<file path="config.mk">
export PLATFORM = sky130hd
export DESIGN_NAME = dacrpt_fifo
export DESIGN_NICKNAME = d
export VERILOG_FILES = /design/src/rtl/dacrpt_fifo_pkg.sv /design/src/rtl/dacrpt_fifo_rptq.sv /design/src/rtl/dacrpt_fifo.sv
export SDC_FILE = /design/constraint.sdc
export NUM_CORES = 1
export LEC_CHECK = 0
export CORE_MARGIN = 2
export CORE_UTILIZATION = 49
export CTS_BUF_LIST = sky130_fd_sc_hd__clkbuf_8
export DETAILED_ROUTE_END_ITERATION = 10
export GPL_TIMING_DRIVEN = 1
export HOLD_SLACK_MARGIN = 0.03
export PLACE_DENSITY = 0.74
export SETUP_SLACK_MARGIN = 0.1
export SKIP_LAST_GASP = 1
export SYNTH_ARGS = -nofsm -noshare
export SYNTH_HDL_FRONTEND = slang
export SYNTH_SLANG_ARGS = --single-unit
</file>
<file path="constraint.sdc">
create_clock -name clk -period 3.25 [get_ports clk]
set_input_delay 0.325 -clock clk [delete_from_list [all_inputs] [get_ports clk]]
set_output_delay 0.325 -clock clk [all_outputs]
set_load 0.1 [all_outputs]
</file>
<file path="src/rtl/dacrpt_fifo_pkg.sv">
// Shared field layout for the DAC result-reader FIFO: RPTCTL bits, RPTSTA fields,
// HI-byte packing and the effective-threshold helper.
package dacrpt_fifo_pkg;

   localparam int CTL_EN     = 0;
   localparam int CTL_CLR    = 1;
   localparam int CTL_IEN    = 2;
   localparam int CTL_THR_LO = 3;
   localparam int CTL_THR_HI = 5;
   localparam int CTL_OVFC   = 7;

   localparam int STA_OVF    = 7;
   localparam int STA_EMPTY  = 6;
   localparam int STA_FULL   = 5;
   localparam int STA_IEN    = 4;
   localparam int STA_CNT_HI = 3;
   localparam int STA_CNT_LO = 0;

   localparam int HI_CH_HI   = 7;
   localparam int HI_CH_LO   = 4;
   localparam int HI_MSB_HI  = 1;
   localparam int HI_MSB_LO  = 0;

   // A threshold of 0 behaves as 1 and anything past the FIFO depth saturates.
   function automatic logic [3:0] thr_eff(input logic [2:0] thr, input logic [3:0] depth);
      logic [3:0] t;
      t = {1'b0, thr};
      if (t == 4'd0) begin
         t = 4'd1;
      end else if (t > depth) begin
         t = depth;
      end else begin
         t = t;
      end
      return t;
   endfunction

endpackage

</file>
<file path="src/rtl/dacrpt_fifo_rptq.sv">
// Generic synchronous register-array FIFO with push, pop, clear and occupancy count.
module dacrpt_fifo_rptq
   import dacrpt_fifo_pkg::*;
#(
   parameter int W       = 14,
   parameter int DEPTH   = 4,
   parameter int BIT_CNT = 4
) (
   input  logic               clk,
   input  logic               srst,
   input  logic               i_push,
   input  logic               i_pop,
   input  logic               i_clr,
   input  logic [W-1:0]       i_wdata,
   output logic [W-1:0]       o_rdata,
   output logic               o_full,
   output logic               o_empty,
   output logic [BIT_CNT-1:0] o_cnt
);

   localparam int AW = (DEPTH > 1) ? $clog2(DEPTH) : 1;

   logic [W-1:0]       r_mem [DEPTH];
   logic [AW-1:0]      r_wr_ptr;
   logic [AW-1:0]      r_rd_ptr;
   logic [BIT_CNT-1:0] r_cnt;
   logic               w_push_ok;
   logic               w_pop_ok;

   // A pop on an empty queue is dropped; a push on a full queue needs a same-cycle pop.
   always_comb begin
      w_pop_ok  = i_pop & ~o_empty;
      w_push_ok = i_push & (~o_full | w_pop_ok);
   end

   // Pointer, count and storage update; clear outranks push and pop.
   always_ff @(posedge clk) begin
      if (srst || i_clr) begin
         r_wr_ptr <= '0;
         r_rd_ptr <= '0;
         r_cnt    <= '0;
         for (int i = 0; i < DEPTH; i++) begin
            r_mem[i] <= '0;
         end
      end else begin
         if (w_push_ok) begin
            r_mem[r_wr_ptr] <= i_wdata;
            r_wr_ptr        <= r_wr_ptr + AW'(1);
         end
         if (w_pop_ok) begin
            r_rd_ptr <= r_rd_ptr + AW'(1);
         end
         case ({w_push_ok, w_pop_ok})
            2'b10:   r_cnt <= r_cnt + BIT_CNT'(1);
            2'b01:   r_cnt <= r_cnt - BIT_CNT'(1);
            default: r_cnt <= r_cnt;
         endcase
      end
   end

   assign o_rdata = r_mem[r_rd_ptr];
   assign o_cnt   = r_cnt;
   assign o_full  = (r_cnt == BIT_CNT'(DEPTH));
   assign o_empty = (r_cnt == BIT_CNT'(0));

endmodule

</file>
<file path="src/rtl/dacrpt_fifo.sv">
// DAC/SAR result reader: captures tagged conversion reports into a small FIFO,
// exposes them through RPTHI/RPTLO and raises a threshold/overflow interrupt.
module dacrpt_fifo
   import dacrpt_fifo_pkg::*;
#(
   parameter int BIT_PTR = 4,
   parameter int DEPTH   = 4,
   parameter int BIT_CNT = 4
) (
   input  logic               clk,
   input  logic               srst,
   input  logic               rpt_upd,
   input  logic [BIT_PTR-1:0] rpt_ch,
   input  logic [9:0]         rpt_v,
   input  logic [7:0]         r_wdat,
   input  logic [1:0]         r_wr,
   input  logic               r_rd_lo,
   output logic [7:0]         o_rpt_hi,
   output logic [7:0]         o_rpt_lo,
   output logic [7:0]         o_rptsta,
   output logic [7:0]         o_rptmsk,
   output logic               o_intr
);

   logic               r_en;
   logic               r_ien;
   logic [2:0]         r_thr;
   logic [7:0]         r_msk;
   logic               r_ovf;

   logic               w_ctl_wr;
   logic               w_clr;
   logic               w_ch_ok;
   logic               w_push_req;
   logic               w_full;
   logic               w_empty;
   logic [BIT_CNT-1:0] w_cnt;
   logic [BIT_CNT-1:0] w_thr_eff;
   logic [BIT_PTR+9:0] w_head;
   logic               w_unused;

   assign w_ctl_wr   = r_wr[0];
   assign w_clr      = w_ctl_wr & r_wdat[CTL_CLR];
   assign w_ch_ok    = (rpt_ch >= BIT_PTR'(8)) | r_msk[rpt_ch[2:0]];
   assign w_push_req = rpt_upd & r_en & w_ch_ok;
   assign w_unused   = r_wdat[6];

   dacrpt_fifo_rptq #(
      .W       (BIT_PTR + 10),
      .DEPTH   (DEPTH),
      .BIT_CNT (BIT_CNT)
   ) u_rptq (
      .clk     (clk),
      .srst    (srst),
      .i_push  (w_push_req),
      .i_pop   (r_rd_lo),
      .i_clr   (w_clr),
      .i_wdata ({rpt_ch, rpt_v}),
      .o_rdata (w_head),
      .o_full  (w_full),
      .o_empty (w_empty),
      .o_cnt   (w_cnt)
   );

   // Control and mask registers; clr itself is never stored.
   always_ff @(posedge clk) begin
      if (srst) begin
         r_en  <= 1'b0;
         r_ien <= 1'b0;
         r_thr <= 3'd0;
         r_msk <= 8'hFF;
      end else begin
         if (w_ctl_wr) begin
            r_en  <= r_wdat[CTL_EN];
            r_ien <= r_wdat[CTL_IEN];
            r_thr <= r_wdat[CTL_THR_HI:CTL_THR_LO];
         end else begin
            r_en  <= r_en;
            r_ien <= r_ien;
            r_thr <= r_thr;
         end
         if (r_wr[1]) begin
            r_msk <= r_wdat;
         end else begin
            r_msk <= r_msk;
         end
      end
   end

   // Sticky overflow: only a dropped push sets it, a pop in the same cycle makes room.
   always_ff @(posedge clk) begin
      if (srst || w_clr) begin
         r_ovf <= 1'b0;
      end else if (w_push_req && w_full && !r_rd_lo) begin
         r_ovf <= 1'b1;
      end else if (w_ctl_wr && r_wdat[CTL_OVFC]) begin
         r_ovf <= 1'b0;
      end else begin
         r_ovf <= r_ovf;
      end
   end

   assign w_thr_eff = BIT_CNT'(thr_eff(r_thr, 4'(DEPTH)));

   // Byte formatting; an empty queue reads as zero rather than a stale entry.
   always_comb begin
      o_rpt_hi = 8'h00;
      o_rpt_lo = 8'h00;
      if (!w_empty) begin
         o_rpt_hi[HI_CH_HI:HI_CH_LO]   = w_head[13:10];
         o_rpt_hi[HI_MSB_HI:HI_MSB_LO] = w_head[9:8];
         o_rpt_lo                      = w_head[7:0];
      end else begin
         o_rpt_hi = 8'h00;
         o_rpt_lo = 8'h00;
      end
   end

   assign o_rptsta[STA_OVF]                 = r_ovf;
   assign o_rptsta[STA_EMPTY]               = w_empty;
   assign o_rptsta[STA_FULL]                = w_full;
   assign o_rptsta[STA_IEN]                 = r_ien;
   assign o_rptsta[STA_CNT_HI:STA_CNT_LO]   = w_cnt[3:0];
   assign o_rptmsk                          = r_msk;
   assign o_intr                            = r_ien & (r_ovf | (w_cnt >= w_thr_eff));

endmodule

</file>
==> impl_metrics.ini, run 1 <==
[clock_network]
postCtsSetupBuffers = 0
cts_tree = built
holdBufCountCts = 0
htree_num_levels = 3
root_buffer = clkbuf_8
clk_pin_slew_ns = 0.08
clockBufferDepth = 2
ctsResizeCount = 0
insertion_delay_ns = 0.34
clock_sinks = 80
numCtsBuffers = 9

[yosys]
yosys-top-cells-area = edfxtp_1, dfxtp_1, mux4_2
yosys_warnings = 0
synth.distinct_cells = 39
avgSynthCellArea_um2 = 13.1
post-synth-top-area-fraction = 0.446
seq_area_frac_synth = 0.573
syn_area_um2 = 3770
synth_top_cell_by_area = edfxtp_1
netlist_instances = 287
ys_seq_elements = 80

[grt]
antenna_found_initial = 0
grt_usage = 0.190
grt_start_max_net_pins = 29
grt.overflow.total = 0
grt_pass1_wl_mm = 12.3
grt_pass1_vias = 2438

[sta]
final.period_utilization = 0.864
finalCriticalPeriod_ns = 2.81
report.final.slew_viol_count = 0
setup_viol = 0
finalSetupTns_ns = 0
worst_slew_pin_slew_ns = 0.987
fmax_mhz = 356
hold_viol = 0
skew_ns = 0.00667
rsz0062_at_grt = false
slew_headroom = 0.340

[routing]
drt_iter0_markers = 135
drtPass1Iterations = 5
detail_route.vias_per_cell = 5.19
vias = 2323
remaining_drc_errors = 0
highest_layer = met4
met2_length_mm = 3.63
wl_met3_um = 410
drt-met1-wl_mm = 3.25
finalWirelength_mm = 7.34
wl_per_cell_um = 16.4
antenna_left = 0

[placement]
place_congestion = 0.793
placed_area_um2 = 4380
portBuffers = 58
hpwl_mm = 4.92

[hold_path]
hp-class = reg2reg

[die]
die_y_um = 91.8
start_util = 0.512
core_region_area_um2 = 7370
rows = 31
dieArea_um2 = 8420
io_pins = 61
dieWidth_um = 91.8

[finish]
layout_commonest_cell = edfxtp_1
diodes = 0
final_nets = 379
layout_common_cells = edfxtp_1, and2_1, clkdlybuf4s50_1
final_layout_size_suffix_gt1_frac = 0.183
n_fill_cell = 576
finalInstanceArea_um2 = 4580
area_growth_pct = 21.3
finish.utilization = 0.621

[power]
p_leak_nw = 1.78
cellPowerDensity_nw_per_um2 = 481
power.total_mw = 2.20
ir_drop_mv = 0.222

[run_status]
status = complete, no violations

[setup_path]
critPathKind = in2reg
required_ns = 3.53
critPathLaunchType = primary input
crit_fanout = 7
arrival_ns = 3.09
cp-end-kind = register

[flow_run]
cap_violations = 0
-- layout make-up --
| type | instances | area [µm²] | share of cell area |
|---|---|---|---|
| Clock buffer | 9 | 124 | 0.0271 |
| Clock inverter | 7 | 71.3 | 0.0156 |
| Inverter | 8 | 30.0 | 0.00656 |
| Timing Repair Buffer | 65 | 591 | 0.129 |
| Tap cell | 99 | 124 | 0.0271 |
| Sequential cell | 80 | 2160 | 0.472 |
| Multi-Input combinational cell | 180 | 1480 | 0.322 |
-- metal layers --
metal / vias to the layer above / global-route usage
li1: 1145 / -
met1: 1099 / 0.252
met5: - / 0
met2: 74 / 0.313
met4: 0 / 0.0572
met3: 5 / 0.0435
-- critical path, stage by stage --
cell and delay [ns]:
clkdlybuf4s50_1 0.60, mux2_2 0.38, a221oi_2 0.30, a21bo_1 0.17, ha_1 0.19, ha_1 0.25, a21o_1 0.19, a21oi_1 0.17
xnor2_1 0.09, or3_1 0.30, a21oi_1 0.13
-- flip-flops by register name, indices dropped and copies added, names as in the netlist, named ones only --
register         count
u_rptq.r_mem        56
o_rptmsk             8
u_rptq.o_cnt         4
r_thr                3
u_rptq.r_rd_ptr      2
u_rptq.r_wr_ptr      2
r_en                 1
r_ien                1
r_ovf                1
-- cells in the mapped netlist (all sizes together) --
master and number:
clkbuf 6, inv 8, mux2i 5, o211ai 1, a221oi 1, a21o 2
buf 14, and3 14, nor2b 23, fa 1, mux2 2, nor4 1
a21oi 8, xnor2 3, mux4 15, xor2 3, conb 1, a21boi 2
nor3 3, dfxtp 24, a211o 8, a21bo 1, o31ai 1, nand2 7
edfxtp 56, ha 6, and2 42, nor2 19, a32oi 1, nand2b 2
nor4b 1, or3 1, o21ai 5
-- power breakdown --
part | leakage [nW] | switching [mW] | total, mW | internal (mW)
registers | 0.797 | 0.0201 | 1.16 | 1.14
logic | 0.887 | 0.214 | 0.325 | 0.111
clock network | 0.0916 | 0.364 | 0.718 | 0.354
total | 1.78 | 0.598 | 2.20 | 1.60
-- metrics by stage --
stage	setup WS, ns	std cells	hold WS [ns]
after floorplan	0.00765	288	0.424
after global placement	0.165	432	0.478
after detailed placement	0.0646	432	0.486
after CTS	0.433	448	0.505
after global routing	0.189	448	0.529
final	0.441	448	0.503
-- worst paths after layout --
| check | startpoint | end | slack (ns) | cells after the start |
|---|---|---|---|---|
| setup / recovery | rpt_ch[0] | u_rptq.o_cnt[3] | 0.44 | 11 |
| hold / removal | r_thr[0] | r_thr[0] | 0.50 | 2 |
| setup reg to reg | u_rptq.o_cnt[2] | u_rptq.o_cnt[3] | 0.71 | 10 |
| hold reg to reg | r_thr[0] | r_thr[0] | 0.50 | 2 |
-- cell families (layout without fill, tap and decap cells) --
logic type	count (synthesis)	in the layout	share of synthesized area
flip-flops	80	80	0.573
AND/OR/NAND/NOR	113	113	0.179
AO/OA/AOI/OAI	30	30	0.0567
other	1	2	0.000994
multiplexers	22	22	0.110
XOR/XNOR	6	6	0.0139
adder cells (fa/ha/maj)	7	7	0.0252
buffers and inverters	28	89	0.0411
Note: power is estimated with default switching activity, not from simulation.
==> inputs of run 2 (changes only) <==
CORE_UTILIZATION = 38   (was 49)
PLACE_DENSITY = unset   (was 0.74)
SETUP_SLACK_MARGIN = unset   (was 0.1)
==> impl_metrics.ini, run 2 (synthesis gave the netlist of run 1 again) <==
[hold_path]
hp-class = reg2reg

[die]
rows = 36
dieArea_um2 = 10700
io_pins = 61
start_util = 0.390
dieWidth_um = 104
core_region_area_um2 = 9680
die_y_um = 104

[sta]
skew_ns = 0.0130
rsz0062_at_grt = false
final.period_utilization = 0.880
setup_viol = 0
worst_slew_pin_slew_ns = 1.00
fmax_mhz = 350
finalSetupTns_ns = 0
hold_viol = 0
report.final.slew_viol_count = 0
finalCriticalPeriod_ns = 2.86
slew_headroom = 0.331

[setup_path]
critPathMaxStageDelay_ns = 0.61
path_cells = clkdlybuf4s50_1 > mux2_2 > a221oi_2 > a21bo_1 > ha_1 > ha_1 > a21o_1 > a21oi_1 > xnor2_1 > or3_1 > a21oi_1
cp-end-kind = register
arrival_ns = 3.13
slowest_stage = clkdlybuf4s50_1
crit_fanout = 7
required_ns = 3.52
critPathKind = in2reg
critPathLaunchType = primary input

[placement]
hpwl_mm = 5.21
place_congestion = 0.743
placed_area_um2 = 4440
portBuffers = 58
placed_cells = 469

[finish]
area_growth_pct = 24.4
largest_register_ffs = 56
final_layout_size_suffix_gt1_frac = 0.193
fin_cells = 485
finish.utilization = 0.485
regMostFlops = u_rptq.r_mem
finalInstanceArea_um2 = 4690
n_fill_cell = 882
final_nets = 382
diodes = 0
layout_common_cells = edfxtp_1, and2_1, clkdlybuf4s50_1
layout_commonest_cell = edfxtp_1

[power]
power.total_mw = 2.40
ir_drop_mv = 0.250
p_leak_nw = 1.82
cellPowerDensity_nw_per_um2 = 512

[grt]
grt_pass1_vias = 2500
grt_pass1_wl_mm = 13.2
grt_usage = 0.158
grt_start_max_net_pins = 29
antenna_found_initial = 0
grt.overflow.total = 0

[clock_network]
ctsResizeCount = 0
clockBufferDepth = 2
root_buffer = clkbuf_8
htree_num_levels = 3
postCtsSetupBuffers = 0
cts_tree = built
clk_pin_slew_ns = 0.09
insertion_delay_ns = 0.34
numCtsBuffers = 9
holdBufCountCts = 0
clock_sinks = 80

[routing]
drtPass1Iterations = 4
antenna_left = 0
wl_per_cell_um = 16.7
finalWirelength_mm = 8.10
vias = 2393
drt_iter0_markers = 86
remaining_drc_errors = 0
detail_route.vias_per_cell = 4.93

[flow_run]
cap_violations = 0

[run_status]
status = complete, no violations
-- run 2: final timing paths --
kind	slack (ns)	start	end	depth (start not counted)
max reg2reg	0.70	u_rptq.o_cnt[2]	u_rptq.o_cnt[3]	10
min reg2reg	0.50	r_thr[0]	r_thr[0]	2
min	0.50	r_thr[0]	r_thr[0]	2
max	0.39	rpt_ch[0]	u_rptq.o_cnt[3]	11
-- run 2: critical path: cells and delay by family --
| kind | cells | cell delay, ns |
|---|---|---|
| compound gates | 5 | 0.97 |
| buf+inv | 1 | 0.61 |
| fa+ha+maj | 2 | 0.45 |
| mux | 1 | 0.38 |
| simple gates | 1 | 0.30 |
| xor+xnor | 1 | 0.09 |
-- run 2: area by class of cell --
cell class / instances / area, µm² / share of cell area
flip-flops and latches: 80 / 2160 / 0.461
repair buffers: 68 / 611 / 0.130
well taps: 133 / 166 / 0.0354
inverters: 8 / 30.0 / 0.00640
clock inverters: 7 / 126 / 0.0269
clock buffers: 9 / 124 / 0.0264
multi-input cells: 180 / 1480 / 0.314
-- run 2: power by group --
part	total [mW]	leakage [nW]	internal [mW]	switching (mW)
Clock	0.912	0.122	0.521	0.391
Combinational	0.331	0.904	0.113	0.217
Sequential	1.16	0.797	1.14	0.0216
Total	2.40	1.82	1.77	0.630
-- run 2: metal layers --
layer | global-route usage | vias up | share of wire
met2 | 0.253 | 58 | 0.48
met5 | 0 | - | 0
li1 | - | 1147 | -
met1 | 0.214 | 1182 | 0.47
met3 | 0.0296 | 6 | 0.038
met4 | 0.0569 | 0 | 0.0099
-- run 2: per-stage QoR --
stage | hold slack, ns | setup WS [ns]
floorplan | 0.424 | 0.00187
global placement | 0.481 | 0.155
detailed placement | 0.496 | 0.0560
finish | 0.501 | 0.392
global route | 0.551 | 0.167
CTS | 0.516 | 0.407
